==> config.mk <==
export PLATFORM = sky130hd
export DESIGN_NAME = uart_msg_reader
export DESIGN_NICKNAME = d
export VERILOG_FILES = /design/src/rtl/uart_pkg.sv /design/src/rtl/uart_msg_reader_skid_buf.sv /design/src/rtl/uart_msg_reader.sv
export SDC_FILE = /design/constraint.sdc
export NUM_CORES = 1
export LEC_CHECK = 0
export ABC_AREA = 1
export BUFFER_PORTS_ARGS = -buffer_cell sky130_fd_sc_hd__clkbuf_2
export CORE_ASPECT_RATIO = 0.75
export CORE_MARGIN = 8
export CORE_UTILIZATION = 58
export CTS_BUF_LIST = sky130_fd_sc_hd__clkbuf_4 sky130_fd_sc_hd__clkbuf_8
export CTS_CLUSTER_DIAMETER = 30
export DETAILED_ROUTE_END_ITERATION = 10
export MAX_ROUTING_LAYER = met4
export PLACE_DENSITY = 0.84
export RECOVER_POWER = 25
export SLEW_MARGIN = 20
export SYNTH_ARGS = -nofsm -noshare
export SYNTH_HDL_FRONTEND = slang
export SYNTH_HIERARCHICAL = 1
export SYNTH_SLANG_ARGS = --single-unit
==> constraint.sdc <==
create_clock -name clk -period 3.62 [get_ports clk]
set_input_delay 0.724 -clock clk [delete_from_list [all_inputs] [get_ports clk]]
set_output_delay 0.724 -clock clk [all_outputs]
set_load 0.005 [all_outputs]
==> src/rtl/uart_pkg.sv <==
// rtl/uart_pkg.sv - shared types and defaults for the UART message reader
package uart_pkg;

    localparam int ADDR_W_DEF = 9;
    localparam int LEN_W_DEF  = 10;

    typedef logic [7:0] byte_t;

    typedef enum logic [2:0] {
        ST_IDLE,
        ST_READ,
        ST_DRAIN,
        ST_CSUM,
        ST_FIN
    } state_t;

endpackage

==> src/rtl/uart_msg_reader_skid_buf.sv <==
// rtl/uart_msg_reader_skid_buf.sv - two-entry byte FIFO between RAM read data and the TX handshake
module byte_skid_buf
    import uart_pkg::*;
(
    input  logic       clk,
    input  logic       rst_n,
    input  logic       push_i,
    input  byte_t      data_i,
    input  logic       pop_i,
    output byte_t      data_o,
    output logic [1:0] count_o
);

    byte_t      head_q;
    byte_t      tail_q;
    logic [1:0] count_q;

    always_ff @(posedge clk or negedge rst_n) begin
        if (!rst_n) begin
            head_q  <= '0;
            tail_q  <= '0;
            count_q <= '0;
        end else begin
            case ({push_i, pop_i})
                2'b10: begin
                    if (count_q == 2'd0) head_q <= data_i;
                    else                 tail_q <= data_i;
                    count_q <= count_q + 2'd1;
                end
                2'b01: begin
                    head_q  <= tail_q;
                    count_q <= count_q - 2'd1;
                end
                2'b11: begin
                    // Simultaneous push/pop keeps occupancy; the new byte lands behind whatever remains.
                    if (count_q == 2'd1) begin
                        head_q <= data_i;
                    end else begin
                        head_q <= tail_q;
                        tail_q <= data_i;
                    end
                end
                default: ;
            endcase
        end
    end

    assign data_o  = head_q;
    assign count_o = count_q;

    assert property (@(posedge clk) disable iff (!rst_n) !(push_i && !pop_i && count_q == 2'd2));
    assert property (@(posedge clk) disable iff (!rst_n) !(pop_i && count_q == 2'd0));

endmodule

==> src/rtl/uart_msg_reader.sv <==
// rtl/uart_msg_reader.sv - streams a RAM message to the UART TX handshake; UART_READER_CHECKSUM_EN appends a sum byte
module uart_msg_reader
    import uart_pkg::*;
#(
    parameter int ADDR_W = ADDR_W_DEF,
    parameter int LEN_W  = LEN_W_DEF
) (
    input  logic              clk,
    input  logic              rst_n,
    input  logic              start,
    input  logic [ADDR_W-1:0] base_addr,
    input  logic [LEN_W-1:0]  len,
    output logic              mem_read_en,
    output logic [ADDR_W-1:0] mem_raddr,
    input  byte_t             mem_rdata,
    output logic              tx_valid,
    output byte_t             tx_data,
    input  logic              tx_ready,
    output logic              busy,
    output logic              done
);

    state_t            state_q;
    logic [ADDR_W-1:0] raddr_q;
    logic [LEN_W-1:0]  remaining_q;
    logic              inflight_q;

    logic [1:0] buf_count;
    byte_t      buf_data;
    logic       pop;
    logic       buf_pop;
    logic [2:0] occupancy;
    logic       in_csum;
    byte_t      csum_value;

`ifdef UART_READER_CHECKSUM_EN
    byte_t csum_q;

    always_ff @(posedge clk or negedge rst_n) begin
        if (!rst_n) begin
            csum_q <= '0;
        end else if (state_q == ST_IDLE) begin
            csum_q <= '0;
        end else if (buf_pop) begin
            csum_q <= csum_q + buf_data;
        end
    end

    assign in_csum    = (state_q == ST_CSUM);
    assign csum_value = csum_q;
`else
    assign in_csum    = 1'b0;
    assign csum_value = '0;
`endif

    assign pop     = tx_valid && tx_ready;
    assign buf_pop = pop && (buf_count != 2'd0);

    // Bytes buffered or on their way after this cycle's pop; a new read may only go out if a slot is free.
    assign occupancy   = {1'b0, buf_count} + {2'b00, inflight_q} - {2'b00, buf_pop};
    assign mem_read_en = (state_q == ST_READ) && (remaining_q != '0) && (occupancy < 3'd2);
    assign mem_raddr   = raddr_q;

    byte_skid_buf u_skid (
        .clk     (clk),
        .rst_n   (rst_n),
        .push_i  (inflight_q),
        .data_i  (mem_rdata),
        .pop_i   (buf_pop),
        .data_o  (buf_data),
        .count_o (buf_count)
    );

    assign tx_valid = (buf_count != 2'd0) || in_csum;
    assign tx_data  = (buf_count != 2'd0) ? buf_data : csum_value;
    assign busy     = (state_q != ST_IDLE);
    assign done     = (state_q == ST_FIN);

    always_ff @(posedge clk or negedge rst_n) begin
        if (!rst_n) begin
            state_q     <= ST_IDLE;
            raddr_q     <= '0;
            remaining_q <= '0;
            inflight_q  <= 1'b0;
        end else begin
            inflight_q <= mem_read_en;
            if (mem_read_en) begin
                raddr_q     <= raddr_q + ADDR_W'(1);
                remaining_q <= remaining_q - LEN_W'(1);
            end
            case (state_q)
                ST_IDLE: begin
                    if (start) begin
                        raddr_q     <= base_addr;
                        remaining_q <= len;
                        // An empty message skips reading; DRAIN sees an empty buffer and finishes next cycle.
                        state_q     <= (len == '0) ? ST_DRAIN : ST_READ;
                    end
                end
                ST_READ: begin
                    if (remaining_q == '0 || (remaining_q == LEN_W'(1) && mem_read_en))
                        state_q <= ST_DRAIN;
                end
                ST_DRAIN: begin
                    if (occupancy == 3'd0) begin
`ifdef UART_READER_CHECKSUM_EN
                        state_q <= ST_CSUM;
`else
                        state_q <= ST_FIN;
`endif
                    end
                end
`ifdef UART_READER_CHECKSUM_EN
                ST_CSUM: begin
                    if (pop) state_q <= ST_FIN;
                end
`endif
                ST_FIN:  state_q <= ST_IDLE;
                default: state_q <= ST_IDLE;
            endcase
        end
    end

endmodule

# Word-level counts from Yosys, hierarchy flattened
# Index checks and enable logic that the tools add are counted.
totals:
  regBits: 41
  output_inout_bits: 21
op_classes:
  addsub: 6
  magnitude_cmp: 1
  eq_ne: 14
  n_mux: 19
  n_reduce_logical: 20
op_table:
  columns: ["operator", "count"]
  rows:
  - ["8-bit two-way mux", 5]
  - ["10-bit two-way mux", 3]
  - ["9-bit two-way mux", 3]
  - ["8-bit case mux with 3 select lines", 1]
  - ["10-bit logical NOT", 2]
  - ["8-bit case mux with 2 select lines", 1]
  - ["10-bit by 1-bit equality test with 1-bit output, second input constant", 1]
  - ["10-bit nonzero test", 1]
  - ["10-bit by 1-bit subtractor with 10-bit output, second input constant", 1]
  - ["9-bit by 1-bit adder with 9-bit output, second input constant", 1]
  - ["3-bit two-way mux", 3]
  - ["3-bit case mux with 3 select lines", 1]
  - ["2-bit != test, second input constant", 4]
  - ["3-bit logical NOT", 2]
  - ["3-bit AND reduction", 2]
  - ["2-bit nonzero test", 3]
  - ["3-bit nonzero test", 2]
  - ["1-bit logical AND", 5]
  - ["2-bit by 1-bit equality test with 1-bit output, second input constant", 2]
  - ["2-bit equality test, second input constant", 2]
  - ["2-bit by 1-bit != test with 1-bit output, second input constant", 2]
  - ["2-bit case mux with 2 select lines", 1]
  - ["2-bit by 1-bit adder with 3-bit output", 1]
  - ["3-bit by 1-bit equality test with 1-bit output, second input constant", 1]
  - ["10 further kinds", 10]

# Logic depth before layout (Yosys ltp)
logic_depth:
  ltp_word: 10
  depth_mapped: 16
  mapped_depth_nobuf: 15

# Hierarchy
# Netlist, hierarchy kept.
modules_own_cells:
  columns: ["module", "n_inst", "cells_per_inst", "area_per_inst_um2", "seq_area_each_um2"]
  rows:
  - ["uart_msg_reader", 1, 285, 1931.9, 575.6]
  - ["byte_skid_buf", 1, 121, 945.9, 450.4]

# Least setup slack after synthesis
# No wires, ideal clock.
synth_timing:
  kind: "reg-to-output"
  start: "reg u_skid.count_q[1], in the netlist u_skid/count_o[1]"
  end: "out mem_read_en"
  t_arrival_ns: 2.422
  required_time_ns: 2.896
  slack_ns: 0.474
  stages_incl_launch_ff: 11
  cell_sequence: "dfrtp_1 -> nor2_1 -> nor2_1 -> ha_1 -> inv_1 -> ha_1 -> inv_1 -> fa_1 -> nand3_4 -> nor2_8 -> buf_12"
synth_via:
  elab_chain_cells: 6
  word_cells_on_any_way: 7
  classes_between: "add/sub (2); order compare (1); reduce/logical (4)"
synth_rtl:
  columns: ["item", "line_no", "rtl"]
  rows:
  - ["start, declared", "uart_msg_reader_skid_buf.sv:16", "logic [1:0] count_q;"]
  - ["start signal, assigned", "uart_msg_reader_skid_buf.sv:28", "count_q <= count_q + 2'd1;"]
  - ["start signal, assigned", "uart_msg_reader_skid_buf.sv:32", "count_q <= count_q - 2'd1;"]
  - ["2-bit nonzero test *", "uart_msg_reader.sv:57, uart_msg_reader.sv:74", null]
  - ["1-bit logical AND", "uart_msg_reader.sv:56", "assign pop = tx_valid && tx_ready;"]
  - ["1-bit logical AND *", "uart_msg_reader.sv:57", "assign buf_pop = pop && (buf_count != 2'd0);"]
  - ["net buf_pop", "uart_msg_reader.sv:31", "logic buf_pop;"]
  - ["3-bit by 1-bit subtractor with 3-bit output *", "uart_msg_reader.sv:60", "assign occupancy = {1'b0, buf_count} + {2'b00, inflight_q} - {2'b00, buf_pop};"]
  - ["3-bit by 2-bit < comparator with 1-bit output *", "uart_msg_reader.sv:61", "assign mem_read_en = (state_q == ST_READ) && (remaining_q != '0) && (occupancy < 3'd2);"]
  - ["1-bit logical AND *", "uart_msg_reader.sv:61", null]
  - ["end, declared", "uart_msg_reader.sv:13", "output logic mem_read_en,"]
# Mark *: on every way through the listed nets, which the timed path passes. The rest lies on a longest branch.

# Worst setup path after layout
# Ends and elaborated chain as after synthesis.

==> flow_summary.ini <==
[run_status]
status = complete, but fails checks
violations = capacitance limit, slew limit

[synthesis]
synth-seq-cells = 41
avgSynthCellArea_um2 = 7.088
yosysUniqueCellTypes = 34
synth_adder_area_share_pct = 5.913
synth_xor_area_share_pct = 3.652
synth_compound_area_share_pct = 1.957
synthMuxAreaShare_pct = 0
synthSimpleGateAreaFrac_pct = 42.78
synth_top_family_by_area = simple AND/OR/NAND/NOR gates
syn_inst = 406
yosysWarnings = 6
syn-num-nets = 450
netlist_area_mm2 = 0.002878
seq_area_frac_synth_pct = 35.65

[worst_setup_path]
criticalPathCategory = reg2out
worstPathArrival_ns = 2.53
path_max_fanout = 6
reg2reg_from = u_skid/count_o[1]
required_ns = 2.90
startpoint = u_skid/count_o[1]
worstSetupEndpointType = primary output
worstSetupEndpoint = mem_read_en
r2r_slack_ns = 0.77
reg2reg_depth = 13
cp-start-kind = flip-flop
r2r-end = mem_raddr[8]

[clocking]
cts_tree = yes
cts_resized = 0
post_cts_buffers = 0
clock_sinks = 41
clock_latency_ns = 0.31
cts_buffers = 5
path_clk_slew_ns = 0.08
htreeDepth = 2
cts_buffer_depth = 2
holdBufCountCts = 0
clockRootBuffer = clkbuf_8

[pwr]
power.density_mw_per_mm2 = 888.1
p_leak_nw = 1.919
max-vdd-ir-drop_uv = 505.6

[timing]
fin_crit_ns = 3.251
finClkSkew_ns = 0.006443
slew_violations = 42
setup_tns_ns = 0
max_clock_freq_ghz = 0.3076
max_slew_margin_pct = -45.39
finalCritPeriodShare_pct = 89.82
setup_viol = 0
hold_violations = 0
fin_ws_ns = 0.3685
rsz0062_at_grt = no
worst_pin_slew_ns = 2.181

[placement]
dp.final_hpwl_um = 4663
io_buffers = 51
gp_congestion = 0.9002
dp_slack_ns = 0.3834

[route]
antenna_left = 0
drcViolationCount = 0
viasPerCell = 4.939
drtPass1Iterations = 4
wire_per_inst_um = 11.86
wl_um = 6177
drtIter0Drc = 128
via_count = 2573

[floorplanning]
die_area_mm2 = 0.007495
coreArea_mm2 = 0.004845
rows = 22
die_width_um = 97.34
io_pins = 52
die_h_um = 77
start_util_pct = 59.40

[global_route]
grt_max_degree = 42
antenna_found_initial = 0
grt_pass1_vias = 2513
grt_pass1_wl_um = 11000
groute.usage.overall_pct = 17.93
overflow = 0

[hold_path]
worstHoldPathType = reg2reg

[layout]
diodes = 0
final_cell_mix = 150 x nand2_1, 55 x inv_1, 50 x clkbuf_2
finalNetCount = 504
drive_gt1_share_pct = 21.26
mostFrequentLayoutCell = nand2_1
n_fill_cell = 426
area_growth_pct = 13.78

[flow_run]
maxCapViolations = 1
layer usage:
metal  track usage [%]  wire [µm]
met1             21.16       2871
met2             28.48       2870
met3             4.566        303
met4             7.843        131
met5                 -          0
stage by stage:
step / util [%] / hold slack (ns) / area, µm² / power [mW] / std cells
floorplan: - / 0.4284 / 2878 / 2.164 / 406
global placement: 65.24 / 0.4565 / 3161 / 2.464 / 513
detailed placement: 65.24 / 0.4599 / 3161 / 2.537 / 513
CTS: 67.61 / 0.4808 / 3276 / 2.936 / 521
global route: 67.59 / 0.5116 / 3274 / 3.228 / 521
finish: 67.59 / 0.4811 / 3274 / 2.908 / 521
registers in the layout (all words and copies together), names as in the netlist:
signal          flops
u_skid/tail_q       8
mem_raddr           9
remaining_q        10
u_skid/data_o       8
state_q             3
inflight_q          1
u_skid/count_o      2
layout make-up:
type,instances,area [µm²],area share [%]
Timing Repair Buffer,53,269.0,8.216
Tap cell,60,75.07,2.293
Multi-Input combinational cell,299,1563,47.73
Inverter,60,226.5,6.916
Clock buffer,5,68.82,2.102
Clock inverter,3,46.29,1.414
Sequential cell,41,1026,31.33
synthesized netlist by cell type, drive strengths merged:
cell / count / share of area [%]
nor3: 3 / 0.52
xor2: 6 / 1.8
nand3: 41 / 8.1
nand4: 4 / 0.87
or2: 12 / 2.6
fa: 1 / 0.70
clkinv: 1 / 0.17
a31oi: 1 / 0.22
buf: 5 / 2.0
clkbuf: 1 / 0.17
nor2: 36 / 5.8
nand2: 167 / 24
dfrtp: 41 / 36
o21ai: 7 / 1.5
inv: 59 / 7.7
nand3b: 2 / 0.96
xnor2: 6 / 1.8
o21bai: 1 / 0.26
ha: 12 / 5.2
critical path, stage by stage, from the launching register on:
cell	delay [ns]
dfrtp_1	0.46
nor2_1	0.09
nor2_1	0.23
ha_1	0.29
inv_1	0.06
ha_1	0.14
inv_1	0.05
fa_1	0.53
nand3_4	0.13
nor2_8	0.13
clkbuf_2	0.11
power by group:
group          internal (mW)  switching (mW)  total, mW
clock                  0.206           0.174      0.381
sequential             0.683           0.223      0.906
combinational          0.641           0.980       1.62
total                   1.53            1.38       2.91
worst min-delay path by stage:
stage / to / start / cells past startpoint / slack (ns)
after floorplan: inflight_q / rst_n / 0 / 0.43
after global placement: u_skid/tail_q[3] / u_skid/tail_q[3] / 2 / 0.46
after detailed placement: u_skid/tail_q[3] / u_skid/tail_q[3] / 2 / 0.46
after CTS: u_skid/tail_q[3] / u_skid/tail_q[3] / 2 / 0.48
after global routing: u_skid/data_o[1] / u_skid/data_o[1] / 2 / 0.51
final: u_skid/tail_q[3] / u_skid/tail_q[3] / 2 / 0.48
logic make-up (layout without fill, tap and decap cells):
logic type	Yosys count	after routing
adders and majority gates	13	13
AOI/OAI and AO/OA	9	9
buffers and inverters	66	121
xor gates and xnor gates	12	12
DFF	41	41
and+or+nand+nor	265	265
(Power assumes the default switching activity.)
